--- src/rtl/zx8x_sync_gen.sv ---
// rtl/zx8x_sync_gen.sv - ZX80/ZX81 CPU-side sync, NMI/WAIT and re-timed video raster
`timescale 1ns/1ps

module zx8x_sync_gen #(
  parameter int LINE_CYC   = 207,
  parameter int HS_START   = 16,
  parameter int HS_END     = 32,
  parameter int OUT_LINE   = 414,
  parameter int OUT_HS_END = 32,
  parameter int HB_START   = 408,
  parameter int HB_END     = 64,
  parameter int VS_HIST    = 5,
  parameter int VS_TAP     = 2,
  parameter int STD_SPLIT  = 288
) (
  input  logic       clk_sys,
  input  logic       reset_n,
  input  logic       ce_cpu_n,
  input  logic       ce_pix,
  input  logic       zx81,
  input  logic       nm1,
  input  logic       niorq,
  input  logic       nrd,
  input  logic       nwr,
  input  logic       nhalt,
  input  logic [1:0] addr_lo,
  output logic       hsync,
  output logic       nmi_n,
  output logic       wait_n,
  output logic       vs,
  output logic       hsync_out,
  output logic       vsync_out,
  output logic       hblank,
  output logic       vblank,
  output logic [9:0] lines_per_frame,
  output logic       std_50,
  output logic       locked
);

  localparam int CW = (LINE_CYC > 1) ? $clog2(LINE_CYC) : 1;
  localparam int OW = (OUT_LINE > 1) ? $clog2(OUT_LINE) : 1;

  localparam logic [CW-1:0] CNT_LAST   = CW'(LINE_CYC - 1);
  localparam logic [CW-1:0] HS_SET     = CW'(HS_START - 1);
  localparam logic [CW-1:0] HS_CLR     = CW'(HS_END - 1);
  localparam logic [OW-1:0] OUT_LAST   = OW'(OUT_LINE - 1);
  localparam logic [OW-1:0] OUT_HS_LIM = OW'(OUT_HS_END);
  localparam logic [OW-1:0] HB_SET     = OW'(HB_START);
  localparam logic [OW-1:0] HB_CLR     = OW'(HB_END);
  localparam logic [9:0]    LINE_MAX   = 10'd1023;
  localparam logic [9:0]    STD_LIM    = 10'(STD_SPLIT);

  // CPU-side state
  logic [CW-1:0] cnt_q, cnt_d;
  logic          hsync_q, hsync_d;
  logic          latch_q, latch_d;
  logic          vs_q, vs_d;
  logic          vsync_q, vsync_d;

  // Pixel-side raster state
  logic [OW-1:0]      out_cnt_q, out_cnt_d;
  logic               hs_prev_q, hs_prev_d;
  logic [VS_HIST-1:0] hist_q, hist_d;
  logic               hsync_out_q, hsync_out_d;
  logic               hblank_q, hblank_d;
  logic               vblank_q, vblank_d;
  logic               vsync_out_q, vsync_out_d;

  // Frame measurement state
  logic       vso_prev_q, vso_prev_d;
  logic [9:0] line_cnt_q, line_cnt_d;
  logic [9:0] lpf_q, lpf_d;
  logic       locked_q, locked_d;

  logic int_ack;
  logic io_wr;
  logic kbd_rd;
  logic hs_rise;
  logic realign;
  logic vso_rise;

  assign int_ack  = ~nm1 & ~niorq;
  assign io_wr    = ~niorq & ~nwr;
  assign kbd_rd   = ~niorq & ~nrd & ~addr_lo[0];
  assign hs_rise  = ce_pix & hsync_q & ~hs_prev_q;
  assign realign  = hs_rise & hist_q[VS_TAP+1] & hist_q[VS_TAP];
  assign vso_rise = vsync_out_q & ~vso_prev_q;

  // Line counter and raw hsync; interrupt acknowledge restarts the line
  always_comb begin
    cnt_d   = cnt_q;
    hsync_d = hsync_q;
    if (int_ack) begin
      cnt_d   = '0;
      hsync_d = 1'b0;
    end else if (ce_cpu_n) begin
      cnt_d = (cnt_q == CNT_LAST) ? '0 : cnt_q + CW'(1);
      if (cnt_q == HS_SET) begin
        hsync_d = 1'b1;
      end else if (cnt_q == HS_CLR) begin
        hsync_d = 1'b0;
      end
    end
  end

  // NMI enable latch and vsync from IO side effects; vsync only moves outside hsync
  always_comb begin
    latch_d = latch_q;
    if (!zx81) begin
      latch_d = 1'b0;
    end else if (io_wr && (addr_lo[0] ^ addr_lo[1])) begin
      latch_d = addr_lo[1];
    end

    vs_d = vs_q;
    if (!latch_q) begin
      if (io_wr) begin
        vs_d = 1'b0;
      end else if (kbd_rd) begin
        vs_d = 1'b1;
      end
    end

    vsync_d = hsync_q ? vsync_q : vs_q;
  end

  // Fixed pixel raster, re-aligned to the CPU sync once vsync has been seen on two lines
  always_comb begin
    out_cnt_d   = out_cnt_q;
    hs_prev_d   = hs_prev_q;
    hist_d      = hist_q;
    hsync_out_d = hsync_out_q;
    hblank_d    = hblank_q;
    vblank_d    = vblank_q;
    vsync_out_d = vsync_out_q;

    if (ce_pix) begin
      hs_prev_d = hsync_q;
      if (realign) begin
        out_cnt_d = '0;
      end else if (out_cnt_q == OUT_LAST) begin
        out_cnt_d = '0;
      end else begin
        out_cnt_d = out_cnt_q + OW'(1);
      end
      hsync_out_d = (out_cnt_d < OUT_HS_LIM);
      if (out_cnt_d == HB_SET) begin
        hblank_d = 1'b1;
      end else if (out_cnt_d == HB_CLR) begin
        hblank_d = 1'b0;
      end
    end

    if (hs_rise) begin
      hist_d      = {hist_q[VS_HIST-2:0], vsync_q};
      vblank_d    = |hist_q;
      vsync_out_d = hist_q[VS_TAP];
    end
  end

  // Lines between vsync_out rises; a saturated count means sync is lost
  always_comb begin
    vso_prev_d = vsync_out_q;
    line_cnt_d = line_cnt_q;
    lpf_d      = lpf_q;
    locked_d   = locked_q;

    if (vso_rise) begin
      lpf_d      = line_cnt_q;
      locked_d   = (line_cnt_q == lpf_q);
      line_cnt_d = '0;
    end else if (hs_rise && (line_cnt_q != LINE_MAX)) begin
      line_cnt_d = line_cnt_q + 10'd1;
    end

    if (line_cnt_q == LINE_MAX) begin
      locked_d = 1'b0;
    end
  end

  // State registers
  always_ff @(posedge clk_sys or negedge reset_n) begin
    if (!reset_n) begin
      cnt_q       <= '0;
      hsync_q     <= 1'b0;
      latch_q     <= 1'b0;
      vs_q        <= 1'b0;
      vsync_q     <= 1'b0;
      out_cnt_q   <= '0;
      hs_prev_q   <= 1'b0;
      hist_q      <= '0;
      hsync_out_q <= 1'b0;
      hblank_q    <= 1'b0;
      vblank_q    <= 1'b0;
      vsync_out_q <= 1'b0;
      vso_prev_q  <= 1'b0;
      line_cnt_q  <= '0;
      lpf_q       <= '0;
      locked_q    <= 1'b0;
    end else begin
      cnt_q       <= cnt_d;
      hsync_q     <= hsync_d;
      latch_q     <= latch_d;
      vs_q        <= vs_d;
      vsync_q     <= vsync_d;
      out_cnt_q   <= out_cnt_d;
      hs_prev_q   <= hs_prev_d;
      hist_q      <= hist_d;
      hsync_out_q <= hsync_out_d;
      hblank_q    <= hblank_d;
      vblank_q    <= vblank_d;
      vsync_out_q <= vsync_out_d;
      vso_prev_q  <= vso_prev_d;
      line_cnt_q  <= line_cnt_d;
      lpf_q       <= lpf_d;
      locked_q    <= locked_d;
    end
  end

  assign hsync           = hsync_q;
  assign nmi_n           = ~(latch_q & hsync_q);
  assign wait_n          = ~(nhalt & ~nmi_n);
  assign vs              = vs_q;
  assign hsync_out       = hsync_out_q;
  assign vsync_out       = vsync_out_q;
  assign hblank          = hblank_q;
  assign vblank          = vblank_q;
  assign lines_per_frame = lpf_q;
  assign std_50          = (lpf_q >= STD_LIM);
  assign locked          = locked_q;

endmodule

--- config.mk ---
export PLATFORM = sky130hd
export DESIGN_NAME = zx8x_sync_gen
export DESIGN_NICKNAME = d
export VERILOG_FILES = /design/src/rtl/zx8x_sync_gen.sv
export SDC_FILE = /design/constraint.sdc
export NUM_CORES = 1
export LEC_CHECK = 0
export CAP_MARGIN = 40
export CELL_PAD_IN_SITES_DETAIL_PLACEMENT = 0
export CELL_PAD_IN_SITES_GLOBAL_PLACEMENT = 1
export CORE_MARGIN = 8
export CORE_UTILIZATION = 48
export CTS_CLUSTER_SIZE = 16
export DETAILED_ROUTE_END_ITERATION = 8
export PLACE_DENSITY_LB_ADDON = 0.1
export SLEW_MARGIN = 25
export SYNTH_ARGS = -nofsm -noshare
export SYNTH_HDL_FRONTEND = slang
export SYNTH_SLANG_ARGS = --single-unit
--- constraint.sdc ---
create_clock -name clk_sys -period 3.8 [get_ports clk_sys]
set_input_delay 0.38 -clock clk_sys [delete_from_list [all_inputs] [get_ports clk_sys]]
set_output_delay 0.38 -clock clk_sys [all_outputs]
set_load 0.005 [all_outputs]
==> impl_metrics.yaml, run 1 <==
sta:
  period_share_pct: 64.3
  fin_tns_setup_ps: 0
  finalCriticalPeriod_ps: 2440
  hold_viol: 0
  setup_viol: 0
  fmax_mhz: 409
  rsz0062_at_grt: "false"
  tightest_slew_ps: 661
  relSlewSlack_pct: 55.9
  finClkSkew_ps: 4.97
  slew_violations: 0
  timing.hold.ws_ps: 184
place:
  dp_cells: 370
  hpwl_um: 4070
  gp_congestion: 0.813
  port_buffers: 31
critical_path:
  endpoint_kind: "flip-flop"
  worst_setup_path_start_kind: "input pin"
  crit_type: "input pin to flip-flop"
  crit_arrival_ps: 2630
  path_max_fanout: 12
  cp_data_required_time_ps: 3980
floorplan:
  die_w_um: 93.4
  core-area_mm2: 0.00585
  row_count: 28
  dieArea_mm2: 0.00873
  design.portCount: 32
  die_h_um: 93.4
  start_util_pct: 49.2
global_route:
  grt_pass1_wl_um: 10200
  antenna_found_initial: 0
  gr-total-overflow: 0
  grt_usage_pct: 14.2
  grt_pass1_vias: 2131
  grt_max_degree: 53
cells_and_area:
  stdcell_count: 378
  final_util_pct: 56.9
  fillerInstances: 518
  syn2layout_area_growth_pct: 15.6
  diodes: 0
  layout-drive-gt1-share_pct: 13.5
  nets: 319
  layout_commonest_cell: "dfrtp_1"
  final_cell_mix: "dfrtp_1 (52), clkdlybuf4s50_1 (30), nor2_1 (24), nand2_1 (20), mux2_2 (19)"
logic_synthesis:
  synth_top_area_share_pct: 45.2
  synth_area_mm2: 0.00288
  synth_top_cells_by_area: "dfrtp_1 (45%), mux2_2 (7.4%), xnor2_1 (4.9%)"
  ys.warnings.count: 0
  yosys.area.top_type: "dfrtp_1"
  synth_cell_types: 52
  syn-num-nets: 293
  synthArstFlopShare_pct: 100
  synth_seq_area_share_pct: 45.2
  synthCells: 276
  synth-main-ff-cell: "dfrtp_1"
  synth-seq-cells: 52
  syn_avg_cell_area_um2: 10.4
  synth-edff-count: 0
drt:
  drc: 0
  initialDrtViolationCount: 68
  drt-vias-per-instance: 5.61
  ant_nets: 0
  vias: 2120
  routedWlPerCell_um: 15.1
  wl_um: 5720
  first_pass_iters: 4
clocking:
  cts_made_buffers: 5
  cts_sinks: 52
  cts_tree: "yes"
  cts_max_level: 2
  postCtsSetupBuffers: 0
  cts.clk_slew.worst_paths_ps: 90
  cts_root_buf: "clkbuf_8"
  clockBufferDepth: 2
  ctsResizeCount: 0
  cts_hold_buf: 0
  clk_latency_ps: 300
power:
  p_per_area_mw_per_mm2: 427
  peakVddDrop_mv: 0.267
  power_mw: 1.42
  p_leak_nw: 1.39
run:
  maxCapViolCount: 0
status:
  status: "complete, no violations"
hold_path:
  worstHoldPathType: "input pin to asynchronous set/reset pin"
## cell type report
cell class	count	area, µm²	share of cell area (%)
clock buffers	6	72.6	2.18
clock inverters	2	35.0	1.05
inverters	4	15.0	0.451
multi-input cells	206	1490	44.8
flip-flops and latches	52	1300	39.1
well taps	75	93.8	2.82
repair buffers	33	320	9.63
## worst paths after layout
check | start | end | slack, ps | cells after the start
max reg2reg | hsync | hblank | 1740 | 5
min | reset_n | cnt_q[2] | 180 | 2
max | ce_pix | hblank | 1360 | 6
max in group asynchronous | reset_n | lines_per_frame[5] | 3170 | 2
min in group clk_sys | hsync_out | hsync_out | 490 | 2
min reg2reg | hsync_out | hsync_out | 490 | 2
## stage by stage
stage | worst slack (ps) | area (µm²)
detailed placement | 1080 | 3220
finish | 1360 | 3330
global route | 1240 | 3330
global placement | 1120 | 3220
floorplan | 2060 | 2880
CTS | 1400 | 3330
## cells by family (layout without fill, tap and decap cells)
kind of cell,count (synthesis),after routing,synth area share (%)
mux,22,22,8.48
simple gates,101,101,19.0
fa+ha+maj,5,5,2.17
flops,52,52,45.2
compound gates,54,54,14.8
xor+xnor,24,24,7.30
buf+inv,18,45,3.04
## report_power, final
part	total (mW)	internal [mW]	switching [mW]
Combinational	0.325	0.160	0.165
Clock	0.376	0.196	0.180
Sequential	0.720	0.613	0.107
## worst max-delay path, stage by stage
cell	delay, ps
clkdlybuf4s50_1	780
nand3b_1	490
o221ai_2	470
and4b_1	240
a41oi_1	200
a21oi_1	70
## registers in the layout (all words and copies together) (netlist names), 5 cells and up
signal and cells:
line_cnt_q 10, cnt_q 8, out_cnt_q 9, lines_per_frame 10, hist_q 5
## layer usage
layer	GRT usage, %	vias to the layer above	part of all wire, %
li1	-	1061	-
met4	3.62	0	0.54
met1	18.7	1022	48
met5	0	-	0
met2	22.1	35	45
met3	4.25	2	5.8
## synth_stat cells, drive strengths merged (2+ instances only)
library cell,n
nor2,24
o2bb2ai,2
o21ai,18
o31ai,6
a311oi,3
and3,6
mux2,19
nor3,3
xnor2,16
nand2b,6
o211ai,2
xor2,8
nor2b,3
o22ai,2
a21oi,9
nand3,11
nand2,20
clkbuf,4
nor4,3
a41oi,3
and4,3
buf,10
mux2i,3
nand3b,3
dfrtp,52
ha,5
a31oi,2
nand4b,2
o41ai,3
inv,4
or2,3
nor4b,2
nand4,7
No activity file was read; power rests on OpenSTA's default activity.
==> run 2: changes to the inputs <==
--- a/config.mk
+++ b/config.mk
@@ -9,7 +9,7 @@
 export CELL_PAD_IN_SITES_DETAIL_PLACEMENT = 0
 export CELL_PAD_IN_SITES_GLOBAL_PLACEMENT = 1
 export CORE_MARGIN = 8
-export CORE_UTILIZATION = 48
+export CORE_UTILIZATION = 44
 export CTS_CLUSTER_SIZE = 16
 export DETAILED_ROUTE_END_ITERATION = 8
 export PLACE_DENSITY_LB_ADDON = 0.1
==> constraint.sdc (replaced) <==
create_clock -name clk_sys -period 2.6 [get_ports clk_sys]
set_input_delay 0.26 -clock clk_sys [delete_from_list [all_inputs] [get_ports clk_sys]]
set_output_delay 0.26 -clock clk_sys [all_outputs]
set_load 0.005 [all_outputs]
==> run 2 against run 1 <==
Effect of this change: global-route usage shrank 1.9 points; cell count grew 1.1%; largest cell class unchanged; largest power group unchanged; highest routed layer unchanged; critical path type is now flip-flop to flip-flop; sequential power increased by 47%.
==> impl_metrics.yaml, run 2 (synthesis gave the netlist of run 1 again) <==
sta:
  period_share_pct: 75.6
  setup_viol: 0
  hold_viol: 0
  relSlewSlack_pct: 56.7
  fmax_mhz: 509
  fin_tns_setup_ps: 0
  slew_violations: 0
  finalCriticalPeriod_ps: 1970
  rsz0062_at_grt: "false"
  tightest_slew_ps: 650
  timing.hold.ws_ps: 65.5
  finClkSkew_ps: 5.25
clocking:
  cts_sinks: 52
  cts_tree: "yes"
  cts.clk_slew.worst_paths_ps: 90
  ctsResizeCount: 0
  cts_hold_buf: 0
  cts_root_buf: "clkbuf_8"
  clockBufferDepth: 2
  postCtsSetupBuffers: 0
  cts_max_level: 2
  cts_made_buffers: 5
  clk_latency_ps: 300
cells_and_area:
  final_util_pct: 53.0
  fillerInstances: 587
  layout-drive-gt1-share_pct: 14.4
  layout_commonest_cell: "dfrtp_1"
  final_cell_mix: "dfrtp_1 (52), clkdlybuf4s50_1 (30), nor2_1 (24), nand2_1 (20), mux2_2 (19)"
  syn2layout_area_growth_pct: 16.9
  diodes: 0
  nets: 321
global_route:
  grt_usage_pct: 12.4
  grt_pass1_wl_um: 9870
  grt_max_degree: 53
  use_met1_pct: 17.4
  gr-usage-met2_pct: 17.5
  antenna_found_initial: 0
  met3_usage_pct: 3.70
  grt_busiest_layer: "met2"
  grt_pass1_vias: 2043
  gr-total-overflow: 0
drt:
  vias: 2136
  drt-vias-per-instance: 5.59
  initialDrtViolationCount: 91
  first_pass_iters: 6
  ant_nets: 0
  wl_um: 5590
  routedWlPerCell_um: 14.6
  drc: 0
power:
  peakVddDrop_mv: 0.287
  p_per_area_mw_per_mm2: 632
  p_leak_nw: 1.41
status:
  status: "complete, no violations"
hold_path:
  worstHoldPathType: "input pin to asynchronous set/reset pin"
floorplan:
  die_w_um: 96.9
  row_count: 29
  core-area_mm2: 0.00635
  dieArea_mm2: 0.00938
  start_util_pct: 45.3
  design.portCount: 32
  die_h_um: 96.9
critical_path:
  cp_data_required_time_ps: 2820
  endpoint_kind: "flip-flop"
  crit_type: "flip-flop to flip-flop"
  path_max_fanout: 9
  crit_arrival_ps: 2190
  worst_setup_path_start_kind: "flip-flop"
place:
  gp_congestion: 0.787
  hpwl_um: 4040
  port_buffers: 31
run:
  maxCapViolCount: 0
## run 2: metrics by stage
| step | instance area (µm²) | setup WS (ps) | total power, mW | instances |
|---|---|---|---|---|
| detailed placement | 3240 | 628 | 1.54 | 374 |
| global route | 3360 | 491 | 2.27 | 382 |
| finish | 3360 | 635 | 2.12 | 382 |
| CTS | 3360 | 657 | 2.15 | 382 |
| global placement | 3240 | 639 | 1.54 | 374 |
| floorplan | 2880 | 862 | 1.41 | 276 |
## run 2: where the power goes
group          internal (mW)  total (mW)  switching [mW]  leakage [nW]
clock network          0.340       0.597           0.257        0.0645
registers              0.896        1.06           0.164         0.703
logic                  0.232       0.468           0.235         0.643
## run 2: final timing paths
path / to / from / depth (start not counted) / slack, ps
setup / recovery: hblank / out_cnt_q[0] / 6 / 630
hold / removal: lines_per_frame[2] / reset_n / 2 / 70
setup reg to reg: hblank / out_cnt_q[0] / 6 / 630
hold reg to reg: vblank / vblank / 2 / 480
max in group asynchronous: out_cnt_q[7] / reset_n / 2 / 2100
min in group clk_sys: vblank / vblank / 2 / 480
## run 2: worst max-delay path, cell delays in order, from the launching register on
cell      delay [ps]
dfrtp_1          490
ha_1             400
and3_1           260
a21oi_2           80
a311oi_2         340
a41oi_1          160
a21oi_1          160
## run 2: routing by layer
metal,routed length [µm],up-vias
met3,317,7
li1,-,1056
met4,56,0
met1,2820,1027
met5,0,-
met2,2400,46
## run 2: layout make-up
class	count	area [µm²]	share of cell area (%)
clock inverter	1	30.0	0.893
sequential	52	1300	38.7
inverter	4	15.0	0.446
clock buffer	7	96.3	2.86
multi-input combinational	206	1490	44.3
timing repair buffer	35	335	9.97
tap	77	96.3	2.86
